<file path="src/rtl/pll_sup_pkg.sv">
// pll_sup_pkg: shared state encoding and default timing for the PLL lock supervisor
package pll_sup_pkg;
  typedef enum logic [2:0] {S_PLL_RST, S_WAIT_LOCK, S_STABLE, S_RUN, S_FAIL} state_t;
  localparam int REF_HZ = 74_250_000;
  localparam int DEF_PLL_RST_CYCLES = 16;
  localparam int DEF_LOCK_TIMEOUT_CYCLES = REF_HZ / 1000;
  localparam int DEF_LOCK_STABLE_CYCLES = 1024;
  localparam int DEF_MAX_RETRIES = 7;
  localparam int DEF_CNT_W = 20;
endpackage

</file>
<file path="src/rtl/sync_2ff.sv">
// sync_2ff: two-flop synchronizer for a single asynchronous status bit
//   clk, rst (sync, active high) ; d async input ; q synchronized output
module sync_2ff (
  input  logic clk,
  input  logic rst,
  input  logic d,
  output logic q
);
  logic m;
  always_ff @(posedge clk) begin
    if (rst) {q, m} <= 2'b00;
    else {q, m} <= {m, d};
  end
endmodule

</file>
<file path="src/rtl/pll_lock_supervisor.sv">
// pll_lock_supervisor: sequences PLL reset, waits for stable lock, then releases the system reset
//   clk_74a/rst ; pll_locked (async), retry_req (pulse, used in FAIL only)
//   pll_rst, sys_rst, ready, fail, lock_lost (sticky), retry_count (saturating)
module pll_lock_supervisor
  import pll_sup_pkg::*;
#(
  parameter int PLL_RST_CYCLES      = DEF_PLL_RST_CYCLES,
  parameter int LOCK_TIMEOUT_CYCLES = DEF_LOCK_TIMEOUT_CYCLES,
  parameter int LOCK_STABLE_CYCLES  = DEF_LOCK_STABLE_CYCLES,
  parameter int MAX_RETRIES         = DEF_MAX_RETRIES,
  parameter int CNT_W               = DEF_CNT_W
) (
  input  logic       clk_74a,
  input  logic       rst,
  input  logic       pll_locked,
  input  logic       retry_req,
  output logic       pll_rst,
  output logic       sys_rst,
  output logic       ready,
  output logic       fail,
  output logic       lock_lost,
  output logic [7:0] retry_count
);
  state_t state, state_n;
  logic [CNT_W-1:0] cnt, cnt_n;
  logic [7:0] attempts, attempts_n;
  logic locked_s, bump, drop;
  sync_2ff u_sync (.clk(clk_74a), .rst(rst), .d(pll_locked), .q(locked_s));
  always_comb begin
    state_n = state;
    cnt_n = cnt + 1'b1;
    attempts_n = attempts;
    bump = 1'b0;
    drop = 1'b0;
    case (state)
      S_PLL_RST: if (cnt == CNT_W'(PLL_RST_CYCLES - 1)) begin
        state_n = S_WAIT_LOCK;
        cnt_n = '0;
      end
      // lock seen on the timeout cycle still wins over a retry
      S_WAIT_LOCK: if (locked_s) begin
        state_n = S_STABLE;
        cnt_n = '0;
      end else if (cnt == CNT_W'(LOCK_TIMEOUT_CYCLES - 1)) begin
        cnt_n = '0;
        if (attempts == 8'(MAX_RETRIES)) state_n = S_FAIL;
        else begin
          state_n = S_PLL_RST;
          attempts_n = attempts + 8'd1;
          bump = 1'b1;
        end
      end
      // a lock glitch restarts the wait without charging a retry
      S_STABLE: if (!locked_s) begin
        state_n = S_WAIT_LOCK;
        cnt_n = '0;
      end else if (cnt == CNT_W'(LOCK_STABLE_CYCLES - 1)) begin
        state_n = S_RUN;
        attempts_n = '0;
        cnt_n = '0;
      end
      S_RUN: begin
        cnt_n = '0;
        if (!locked_s) begin
          state_n = S_PLL_RST;
          drop = 1'b1;
          bump = 1'b1;
        end
      end
      S_FAIL: begin
        cnt_n = '0;
        if (retry_req) begin
          state_n = S_PLL_RST;
          attempts_n = '0;
        end
      end
      default: begin
        state_n = S_PLL_RST;
        cnt_n = '0;
      end
    endcase
  end
  always_ff @(posedge clk_74a) begin
    if (rst) begin
      state <= S_PLL_RST;
      cnt <= '0;
      attempts <= '0;
      pll_rst <= 1'b1;
      sys_rst <= 1'b1;
      ready <= 1'b0;
      fail <= 1'b0;
      lock_lost <= 1'b0;
      retry_count <= '0;
    end else begin
      state <= state_n;
      cnt <= cnt_n;
      attempts <= attempts_n;
      pll_rst <= state_n == S_PLL_RST || state_n == S_FAIL;
      sys_rst <= state_n != S_RUN;
      ready <= state_n == S_RUN;
      fail <= state_n == S_FAIL;
      lock_lost <= lock_lost | drop;
      retry_count <= retry_count + 8'(bump && retry_count != 8'hff);
    end
  end
endmodule
</file>
<file path="config.mk">
export PLATFORM = sky130hd
export DESIGN_NAME = pll_lock_supervisor
export DESIGN_NICKNAME = d
export VERILOG_FILES = /design/src/rtl/pll_sup_pkg.sv /design/src/rtl/sync_2ff.sv /design/src/rtl/pll_lock_supervisor.sv
export SDC_FILE = /design/constraint.sdc
export NUM_CORES = 1
export LEC_CHECK = 0
export CAP_MARGIN = 10
export CORE_MARGIN = 2
export CORE_UTILIZATION = 55
export CTS_CLUSTER_DIAMETER = 60
export DETAILED_ROUTE_END_ITERATION = 16
export GPL_ROUTABILITY_DRIVEN = 0
export PLACE_DENSITY = 0.79
export RECOVER_POWER = 100
export SLEW_MARGIN = 20
export SYNTH_ARGS = -nofsm -noshare
export SYNTH_HDL_FRONTEND = slang
export SYNTH_SLANG_ARGS = --single-unit
</file>
<file path="constraint.sdc">
create_clock -name clk_74a -period 2.83 [get_ports clk_74a]
set_input_delay 0.566 -clock clk_74a [delete_from_list [all_inputs] [get_ports clk_74a]]
set_output_delay 0.566 -clock clk_74a [all_outputs]
set_load 0.03 [all_outputs]
</file>
Word level (Yosys, flattened, before mapping)
Cells that the tools add are included.

Bits of input ports: 4. ROM bits: 0. Bits in registers: 46. Output and inout bits: 13. Bits in latches: 0. Logic and storage cells: 67. Memories kept: 0. Memory bits (writable): 0.

Muxes and demuxes: 28. Shift operators: 0. Div/mod/pow operators: 0. Equal/unequal tests: 18. Add/sub/neg operators: 3. Bitwise logic cells: 1. Reductions and logical operators: 6. Multiply operators: 0. $lt $le $gt $ge: 0.

Operators by type and width (count): 20-bit 2-to-1 mux (5); 20-bit case mux with 3 select lines (1); 8-bit 2-to-1 mux (6); 3-bit 2-to-1 mux (8); 8-bit case mux with 3 select lines (1); 20-bit by 1-bit adder with 20-bit output, second input constant (1); 20-bit by 10-bit == test with 1-bit output, second input constant (1); 20-bit by 17-bit == test with 1-bit output, second input constant (1); 20-bit by 4-bit == test with 1-bit output, second input constant (1); 3-bit case mux with 5 select lines (1); 2-bit inequality test, second input constant (5); 3-bit by 2-bit == test with 1-bit output, second input constant (3); 8-bit by 1-bit adder with 8-bit output (1); 8-bit by 1-bit adder with 8-bit output, second input constant (1); 8-bit by 3-bit == test with 1-bit output, second input constant (1); 8-bit inequality test, second input constant (1); 7-bit AND reduction (1); 3-bit == test, second input constant (2); 3-bit logical NOT (2); 1-bit 2-to-1 mux (5); 3-bit by 1-bit == test with 1-bit output, second input constant (1); 3-bit by 2-bit inequality test with 1-bit output, second input constant (1); 3-bit nonzero test (1); 2-bit by 1-bit inequality test with 1-bit output, second input constant (1); 4 further kinds (4).

Logic depth before layout (Yosys ltp)
Gate-level depths: netlist of run 1.

Depth after elaboration: 7. Gate-level depth with buffers: 12. Depth with buffers taken out: 12.

Modules after synthesis
Synthesis of run 1 repeated with hierarchy kept, for this count alone.

Cells, all modules: 266. Area, all modules: 2278.4 µm².

By module, submodules not included: pll_lock_supervisor (area an instance 2225.9 µm², instances 1, cells an instance 262, seq. area each 880.8 µm²); sync_2ff (area an instance 52.6 µm², instances 1, cells an instance 4, seq. area each 40.0 µm²).

Least setup slack after synthesis of run 1
OpenSTA, ideal clock, no wires.

Path kind: flip-flop to flip-flop. Start point: register attempts[0]. End point: register retry_count[4]. Clock period less this slack: 2.259 ns. Cell stages (with the launch flop): 11. Buffers on the path: 0. Arrival: 2.132 ns. Setup slack: 0.571 ns. Library setup time: 0.128 ns. Data required time: 2.702 ns. Path through: dfxtp_1 > ha_1 > or4b_1 > nor4_2 > nor2_1 > o221a_2 > ha_1 > ha_1 > nand3_1 > xor2_1 > nor2_1.

Word-level cells in the longest chain between the ends: 7.

RTL lines: start, declared (RTL line pll_lock_supervisor.sv:26) `logic [7:0] attempts, attempts_n;`; start signal, assigned (RTL line pll_lock_supervisor.sv:97) `attempts <= attempts_n;`; 8-bit by 3-bit == test with 1-bit output (RTL line pll_lock_supervisor.sv:46) `if (attempts == 8'(MAX_RETRIES)) state_n = S_FAIL;`; 1-bit 2-to-1 mux (RTL line pll_lock_supervisor.sv:46); 1-bit 2-to-1 mux (RTL line pll_lock_supervisor.sv:44) `end else if (cnt == CNT_W'(LOCK_TIMEOUT_CYCLES - 1)) begin`; 1-bit 2-to-1 mux (RTL line pll_lock_supervisor.sv:41) `S_WAIT_LOCK: if (locked_s) begin`; 1-bit case mux with 2 select lines (RTL line pll_lock_supervisor.sv:35) `case (state)`; 1-bit logical AND (RTL line pll_lock_supervisor.sv:103) `retry_count <= retry_count + 8'(bump && retry_count != 8'hff);`; 8-bit by 1-bit adder with 8-bit output (RTL line pll_lock_supervisor.sv:103); end signal, assigned (RTL line pll_lock_supervisor.sv:103); end, declared (RTL line pll_lock_supervisor.sv:22) `output logic [7:0] retry_count`.

No other way between the ends. A chain may end at the register's enable or synchronous reset.

Worst setup path in the final report of run 1
Same ends and word-level chain as after synthesis.

==> summary.txt, run 1 <==
Finish
  • Final Net Count: 282
  • Commonest non-fill, non-tap cell in the layout: dfxtp_1
  • Final Core Density: 63.88%
  • Final Cell Area: 2574 sq um
  • Area Growth Syn to Fin: 11.73%
  • Fill count: 388
  • Layout cell share with drive strength beyond 1: 9.124%
  • N_diodes: 0
  • Most frequent cells in the layout: 46 x dfxtp_1, 25 x nor2_1, 23 x nor3_1
  • Fin cells: 324

Timing
  • Post-route setup slack: 0.2982 ns
  • Final setup viols: 0
  • Final min period: 2.532 ns
  • Total negative slack: 0 ns
  • Fmax: 0.3950 GHz
  • RSZ-0062 raised after global routing: false
  • Worst rel slew slack: 42.34%
  • Worst-Margin Slew: 0.8648 ns
  • Final Cycle Share: 89.46%
  • Final hold vios: 0
  • Final Max Slew Viols: 0
  • Worst clock skew: 0.006121 ns
  • Worst hold slack: 0.4419 ns

Setup path
  • Crit-path max cell delay: 0.44 ns
  • Crit-path slowest cell: or4b_1
  • Crit-path max FO: 4
  • Arr. time, crit path: 2.71 ns
  • CP Cell Sequence: ha_1, or4b_1, nor4_1, nor2_1, o221a_2, ha_1, ha_1, nand3_1, xor2_1, nor2_1
  • Worst Path Buf+Inv: 0
  • Crit-path leading delay family: simple AND/OR/NAND/NOR gates
  • Crit-path most repeated cell: ha_1
  • Critical path type: register to register
  • CP endpoint kind: register
  • Critical Path Start Type: register
  • Required time worst endpoint: 3.00 ns

Placed design
  • Dpl hpwl: 3042 um
  • Placed cell area: 2514 sq um
  • Port Buffers: 16
  • Inst Count DP: 316
  • Pre-CTS WS: 0.3983 ns

Yosys
  • Mapped cell area: 2303 sq um
  • Synth Instances: 257
  • Synth Net Count: 266
  • Yosys warning count: 0
  • Asr flop ratio synth: 0%
  • Top FF cell, synth: dfxtp_1
  • Sequential area share after synthesis: 39.98%
  • Mean Syn Cell Area: 8.963 sq um
  • Post-synthesis cell type count: 50
  • Flops & latches, synth: 46
  • Post-synth EDFFs: 0

Power
  • Power density over cell area: 451.8 nW/um^2
  • Static Leakage: 0.9016 nW
  • Overall Power: 1.163 mW
  • Worst VDD drop: 370.1 uV

Route
  • DRT iter0 DRCs: 183
  • ANT nets after route: 0
  • Total Wirelength: 4306 um
  • WL/cell: 13.29 um
  • Vias/cell: 5.806
  • Drt pass-1 iters: 4
  • DR vias: 1881
  • DRC viols: 0

CTS
  • Hold-fix buffers at CTS: 0
  • Reg clk slew, reported paths: 0.08 ns
  • Root buffer cell: clkbuf_8
  • TritonCTS buffer count: 5
  • Sink Count: 46
  • Longest Clk Path Bufs: 2
  • Post-CTS Repair Setup Buffers: 0
  • H-Tree Depth: 2
  • CTS tree: done
  • Post-CTS Resized: 0
  • Clock latency on the worst-skew pair: 0.29 ns

GRT
  • Total grt overflow: 0
  • Number of global-route vias before repair: 1684
  • GRT Total Usage: 20.32%
  • Largest net degree at the start of global routing: 22
  • Initial antenna violation count: 0
  • First-pass GRT wire length: 7383 um

Floorplanning
  • Total die area: 4722 sq um
  • Row count: 23
  • Initial Util: 57.17%
  • Die X-Extent: 68.72 um
  • Num ports: 17
  • Die H: 68.72 um
  • Core ar.: 4029 sq um

Job
  • MaxCap Viol Count: 0

Worst hold path
  • Hold Path Class: register to register

Outcome
  • Status: finished clean
final cells by class:
cell class / instances / area, sq um / area share, %
Clock buffer: 5 / 68.82 / 2.674
Clock inverter: 3 / 40.04 / 1.556
Inverter: 9 / 33.78 / 1.313
Multi-Input combinational cell: 190 / 1260 / 48.95
Sequential cell: 46 / 920.9 / 35.78
Tap cell: 50 / 62.56 / 2.431
Timing Repair Buffer: 21 / 187.7 / 7.292
synth_stat cells, types with 6 or more instances:
cell | count | area, sq um
nor3_1 | 24 | 120.1
nor2_1 | 25 | 93.84
nand2_1 | 15 | 56.30
nand3_1 | 11 | 55.05
inv_1 | 9 | 33.78
o32ai_1 | 6 | 52.55
xnor2_1 | 9 | 78.83
o21ai_0 | 6 | 30.03
a21oi_1 | 8 | 40.04
nand4_1 | 8 | 50.05
a211oi_1 | 6 | 45.04
nor2b_1 | 6 | 37.54
dfxtp_1 | 46 | 920.9
xor2_1 | 14 | 122.6
worst register-to-register path: stages (launching register included):
cell and delay (ns):
dfxtp_1 0.38, ha_1 0.22, or4b_1 0.44, nor4_1 0.31, nor2_1 0.09, o221a_2 0.25, ha_1 0.19, ha_1 0.22
nand3_1 0.11, xor2_1 0.15, nor2_1 0.05
sequential cells by signal (all words and copies together), names as in the netlist:
signal	count
sys_rst	1
lock_lost	1
fail	1
cnt	20
ready	1
u_sync.m	1
state	3
retry_count	8
pll_rst	1
u_sync.q	1
attempts	8
worst paths after layout:
check              startpoint              to  slack, ns  depth (start not counted)
setup / recovery  attempts[0]  retry_count[4]       0.30                         10
hold / removal       u_sync.m        u_sync.q       0.44                          1
setup reg to reg  attempts[0]  retry_count[4]       0.30                         10
hold reg to reg      u_sync.m        u_sync.q       0.44                          1
logic make-up after synthesis:
| logic type | synth area share [%] |
|---|---|
| compound gates | 12.44 |
| simple gates | 31.18 |
| mux | 1.086 |
| buf+inv | 3.856 |
| fa+ha+maj | 2.716 |
| xor+xnor | 8.746 |
| flops | 39.98 |
per-layer routing:
metal | share of wire, % | GRT usage [%] | vias up | wire [um]
li1 | - | - | 957 | -
met1 | 50 | 26.78 | 895 | 2132
met2 | 47 | 33.41 | 27 | 2032
met3 | 2.8 | 5.357 | 2 | 119
met4 | 0.51 | 4.412 | 0 | 22
met5 | 0 | 0 | - | 0
report_power, final:
part / leakage (nW) / switching [mW] / internal (mW)
clock: 0.0579 / 0.215 / 0.260
sequential: 0.371 / 0.00520 / 0.652
combinational: 0.472 / 0.0185 / 0.0121
total: 0.902 / 0.239 / 0.924
No activity file was read; power rests on OpenSTA's default activity.
==> inputs of run 2 (changes only) <==
--- a/config.mk
+++ b/config.mk
@@ -9,6 +9,7 @@
 export CORE_MARGIN = 2
 export CORE_UTILIZATION = 55
 export CTS_CLUSTER_DIAMETER = 60
+export CTS_CLUSTER_SIZE = 24
 export DETAILED_ROUTE_END_ITERATION = 16
 export GPL_ROUTABILITY_DRIVEN = 0
 export PLACE_DENSITY = 0.79
==> results of run 2 <==
The final DEF is identical to that of run 1; final timing and power are the same.
==> inputs of run 3 (changes only) <==
--- a/config.mk
+++ b/config.mk
@@ -5,7 +5,7 @@
 export SDC_FILE = /design/constraint.sdc
 export NUM_CORES = 1
 export LEC_CHECK = 0
-export CAP_MARGIN = 10
+export CAP_MARGIN = 5
 export CORE_MARGIN = 2
 export CORE_UTILIZATION = 55
 export CTS_CLUSTER_DIAMETER = 60
==> results of run 3 <==
The final DEF is identical to that of run 1; final timing and power are the same.
